## config.mk

```make
export PLATFORM = sky130hd
export DESIGN_NAME = daric_axi_id_tracker
export DESIGN_NICKNAME = d
export VERILOG_FILES = /design/src/rtl/daric_axi_id_tracker.sv
export SDC_FILE = /design/constraint.sdc
export NUM_CORES = 1
export LEC_CHECK = 0
export ABC_AREA = 1
export ABC_CLOCK_PERIOD_IN_PS = 3800
export BUFFER_PORTS_ARGS = -buffer_cell sky130_fd_sc_hd__buf_2
export CAP_MARGIN = 20
export CORE_MARGIN = 2
export CORE_UTILIZATION = 57
export DETAILED_ROUTE_END_ITERATION = 8
export GPL_TIMING_DRIVEN = 0
export PLACE_DENSITY = 0.88
export SLEW_MARGIN = 10
export SYNTH_ARGS = -nofsm -noshare
export SYNTH_HDL_FRONTEND = slang
export SYNTH_SLANG_ARGS = --single-unit
```

## constraint.sdc

```tcl
create_clock -name clk -period 3.8 [get_ports clk]
set_clock_uncertainty 0.05 [all_clocks]
set_input_delay 0.38 -clock clk [delete_from_list [all_inputs] [get_ports clk]]
set_output_delay 0.38 -clock clk [all_outputs]
set_load 0.02 [all_outputs]
```

## src/rtl/daric_axi_id_tracker.sv

```systemverilog
// Per-ID outstanding-transaction limiter for one AXI address/response channel pair.
// Gates address ready/valid per ID, tracks totals, flags orphan completions, and offers a drain handshake.
module daric_axi_id_tracker #(
  parameter int IDW       = 4,
  parameter int MAX_OUTST = 8,
  parameter int TOT_W     = 8,
  localparam int NID      = 2 ** IDW,
  localparam int CW       = $clog2(MAX_OUTST + 1)
) (
  input  logic             clk,
  input  logic             rst,
  input  logic [NID-1:0]   id_en_i,
  input  logic             req_valid_i,
  output logic             req_ready_o,
  input  logic [IDW-1:0]   req_id_i,
  output logic             req_valid_o,
  input  logic             req_ready_i,
  input  logic             rsp_valid_i,
  input  logic             rsp_ready_i,
  input  logic             rsp_last_i,
  input  logic [IDW-1:0]   rsp_id_i,
  input  logic             drain_req_i,
  output logic             drain_ack_o,
  output logic [TOT_W-1:0] tot_outst_o,
  output logic             err_orphan_o,
  output logic [IDW-1:0]   err_id_o,
  input  logic             err_clr_i
);

  typedef enum logic [1:0] {ST_RUN, ST_DRAIN, ST_DRAINED} state_e;

  localparam logic [TOT_W-1:0] TOT_MAX = {TOT_W{1'b1}};

  state_e           state_q, state_d;
  logic [CW-1:0]    cnt_q [NID];
  logic [CW-1:0]    cnt_d [NID];
  logic [TOT_W-1:0] tot_q, tot_d;
  logic             err_q;
  logic [IDW-1:0]   err_id_q;

  logic allow, acc, cmp, same_id, orphan, tot_inc, tot_dec;

  assign allow = (state_q == ST_RUN) & id_en_i[req_id_i] & (cnt_q[req_id_i] < CW'(MAX_OUTST));
  assign req_valid_o = req_valid_i & allow;
  assign req_ready_o = req_ready_i & allow;

  assign acc     = req_valid_o & req_ready_i;
  assign cmp     = rsp_valid_i & rsp_ready_i & rsp_last_i;
  // A completion paired with a same-cycle accept on its ID is a matched pair, never an orphan.
  assign same_id = acc & cmp & (req_id_i == rsp_id_i);
  assign orphan  = cmp & (cnt_q[rsp_id_i] == '0) & ~same_id;
  assign tot_inc = acc & ~same_id;
  assign tot_dec = cmp & ~orphan & ~same_id;

  always_comb begin
    for (int i = 0; i < NID; i++) begin
      logic inc, dec;
      inc = acc & (req_id_i == IDW'(i));
      dec = cmp & (rsp_id_i == IDW'(i)) & ((cnt_q[i] != '0) | inc);
      cnt_d[i] = cnt_q[i];
      if (inc & ~dec) begin
        cnt_d[i] = cnt_q[i] + CW'(1);
      end else if (dec & ~inc) begin
        cnt_d[i] = cnt_q[i] - CW'(1);
      end
    end
  end

  always_comb begin
    tot_d = tot_q;
    if (tot_inc & ~tot_dec) begin
      tot_d = (tot_q == TOT_MAX) ? tot_q : tot_q + TOT_W'(1);
    end else if (tot_dec & ~tot_inc) begin
      tot_d = (tot_q == '0) ? tot_q : tot_q - TOT_W'(1);
    end
  end

  always_comb begin
    state_d = state_q;
    case (state_q)
      ST_RUN:     if (drain_req_i) state_d = ST_DRAIN;
      ST_DRAIN: begin
        if (!drain_req_i)        state_d = ST_RUN;
        else if (tot_q == '0)    state_d = ST_DRAINED;
      end
      ST_DRAINED: if (!drain_req_i) state_d = ST_RUN;
      default:    state_d = ST_RUN;
    endcase
  end

  always_ff @(posedge clk) begin
    if (rst) begin
      state_q <= ST_RUN;
      tot_q   <= '0;
      for (int i = 0; i < NID; i++) cnt_q[i] <= '0;
    end else begin
      state_q <= state_d;
      tot_q   <= tot_d;
      for (int i = 0; i < NID; i++) cnt_q[i] <= cnt_d[i];
    end
  end

  // A new orphan outranks a same-cycle clear; only the first orphan ID is kept.
  always_ff @(posedge clk) begin
    if (rst) begin
      err_q    <= 1'b0;
      err_id_q <= '0;
    end else if (orphan) begin
      err_q <= 1'b1;
      if (!err_q) err_id_q <= rsp_id_i;
    end else if (err_clr_i) begin
      err_q    <= 1'b0;
      err_id_q <= '0;
    end
  end

  assign drain_ack_o  = (state_q == ST_DRAINED);
  assign tot_outst_o  = tot_q;
  assign err_orphan_o = err_q;
  assign err_id_o     = err_id_q;

endmodule

```

==> metrics.txt <==
status complete, no violations; die height 105.5 um; antenna violations before repair 0; period utilization 94.33%; async set or reset register ratio after synthesis 0%; final instance area around 0.0066 mm2; Power Dens Cells ~300 mW/mm2; Slew Limit Fails 0; EDFF count, synth 0; CP Data Required Time approximately 4.0 ns; I/O Buffers 46; CTS root buf clkbuf_8; reg2reg start cnt_q[8][3]; core area between 0.01 and 0.015 mm2; routability cong. ~0.92; max-cap violation count 0; Final nets 1045; Sink Count between 70 and 80; flop-to-flop setup slack around 0.22 ns; Vias between 6k and 7k; die area 0.01114 mm2; drt drc 0; All-Layer GR Usage 26.84%; largest net degree at the start of global routing 14; # diodes 0; count leader, synth nand2_1; post-route ant nets 0; count of cell types in the netlist 33; startpoint types flop; worst slew pin tran approximately 0.7 ns; crit path capture type flop; Worst-path clk slew roughly 0.09 ns; Synth area leaders dfxtp_1 27%, nand2_1 16%, ha_1 8.3%; grt ovf 0; number of cells on the worst reg-to-reg path 29; first-pass GRT wire length around 24000 um; DRT iter0 DRCs 503; critical path peak fanout 6; Seq cells post-synth 79; Rel. slew slack roughly 53%; Crit path top cell by count nand2_1; Die Wd around 110 um; Max Fclk 279.0 MHz; Synth Flop Type dfxtp_1; Cells on Worst Hold Path 3; reg2reg end tot_outst_o[7]; Num CTS Buffers 9; HP Class primary input to flop; # setup viols final 0; Max IR drop VDD between 300 and 400 uV; min Tclk post-route 3.585 ns; syn avg cell area 6.587 um2; Fin. Hold Viols 0; initial core utilization between 50 and 60%; num rows 37; clk_lat worst skew roughly 0.37 ns; Total Neg Setup Slack 0 ns; hold path start drain_req_i; area fraction of the dominant cell type after synthesis a little over a quarter; synthesized area 0.005876 mm2; Gate Count Post-Synth a little under 900; Longest Clk Path Bufs 2; H-tree level count 3; wire per inst ~13 um; Final HPWL DP between 10000 and 15000 um; critical path class flop to flop; DR pass1 iterations 6; Top-Level Pins 49; Routed WL between 10000 and 15000 um; Critical Path Max Stage Delay approximately 0.33 ns; Ys Warns 0; Yosys top cell by area dfxtp_1; Pleak 3.056 nW; Area after DPL about 0.0063 mm2; vias per cell ~5.5; synth cell count leaders 253 x nand2_1, 96 x nor2_1, 87 x a21oi_1; CTS tree yes; vias in the first global route between 5k and 6k; Crit-path slowest cell dfxtp_1; Seq/Total Area, Yosys a little over a quarter; CP arrival about 3.8 ns; syn nets 981; Syn-to-layout area delta 12.44%; layout cell share with drive strength beyond 1 11.35%; WHS Endpoint state_q[0]
[power breakdown]
group,internal [W],total (W),switching (W)
combinational,0.000154,0.000413,0.000259
sequential,0.000850,0.000878,0.0000287
clock,0.000365,0.000692,0.000327
[sequential cells by signal, summed over array words and instances (netlist names)]
signal / cells
cnt_q: 64
err_id_o: 4
err_orphan_o: 1
state_q: 2
tot_outst_o: 8
[per-layer routing]
| metal | track usage, % | wire length (um) | vias up |
|---|---|---|---|
| met3 | 4.453 | 1156 | 54 |
| met2 | 42.90 | 6526 | 246 |
| met4 | 11.84 | 568 | 0 |
| li1 | - | - | 3082 |
| met5 | 0 | 0 | - |
| met1 | 35.73 | 6488 | 2681 |
[timing repair]
action	4_1_cts	5_1_grt
resized for setup	1	12
pin swaps	0	3
setup buffers	0	7
hold buffers	0	0
setup endpoints to repair	1	2
cloned	0	0
[layout by cell type (no fill, tap or decap), types with 2 or more instances in the layout]
master      synthesis  final
nand2_1           253    251
nor2_1             96     95
a21oi_1            87     87
inv_1              85     84
dfxtp_1            79     79
o21ai_0            61     60
buf_2               5     51
nand3_1            51     50
ha_1               39     36
nand4_1            20     20
a31oi_1            19     19
xnor2_1            18     18
fa_1               17     17
nand2_2            13     15
buf_4               3      9
clkbuf_1            9      9
clkbuf_8            0      9
nor3_1              7      6
nor4_1              6      6
xor2_1              5      5
buf_6               3      4
nor2_2              3      3
nand3_2             2      3
ha_4                0      3
clkinvlp_4          0      2
o21ai_1             1      2
bufinv_16           0      2
clkinv_2            0      2
[worst max-delay path: cells and delay by family, from the launching register on]
family	cells	cell delay, ns
compound gates	5	0.56
flops	1	0.33
simple gates	19	1.69
buf+inv	3	0.39
fa+ha+maj	2	0.44
[stage by stage]
stage,total power [W],setup slack (ns),hold slack (ns),util (%),std cells
6_report,0.001984,0.2154,0.2158,64.86,1096
5_1_grt,0.002069,-0.01579,0.2403,64.86,1096
4_1_cts,0.001958,0.04942,0.2039,63.71,1089
3_5_place_dp,0.001272,-0.3048,0.4053,61.62,1074
3_3_place_gp,0.001266,-0.2466,0.4030,61.62,1074
2_1_floorplan,0.001165,0.5267,0.3858,-,892
[worst max-delay path by stage]
stage            startpoint              to
2_1_floorplan   req_id_i[0]  tot_outst_o[7]
3_3_place_gp    req_id_i[1]  tot_outst_o[7]
3_5_place_dp    req_id_i[1]  tot_outst_o[7]
4_1_cts         cnt_q[8][3]  tot_outst_o[7]
5_1_grt        cnt_q[14][3]  tot_outst_o[7]
6_report        cnt_q[8][3]  tot_outst_o[7]
[final cells by class]
type,count,area (um2)
flip-flops and latches,79,1582
plain buffers,20,118.9
multi-input cells,707,3916
inverters,86,326.6
repair buffers,53,282.8
clock buffers,9,123.9
well taps,136,170.2
fillers,908,3578
clock inverters,6,86.33
[kinds of logic (layout without fill, tap and decap cells)]
group                      after synthesis  in the layout  share of synthesized area (%)
xor gates and xnor gates                23             23                          3.428
and+or+nand+nor                        454            454                          32.64
DFF                                     79             79                          26.92
buffers and inverters                  106            174                          7.453
adders and majority gates               56             56                          14.10
AOI/OAI and AO/OA                      174            174                          15.46
Note: power is estimated with default switching activity, not from simulation.
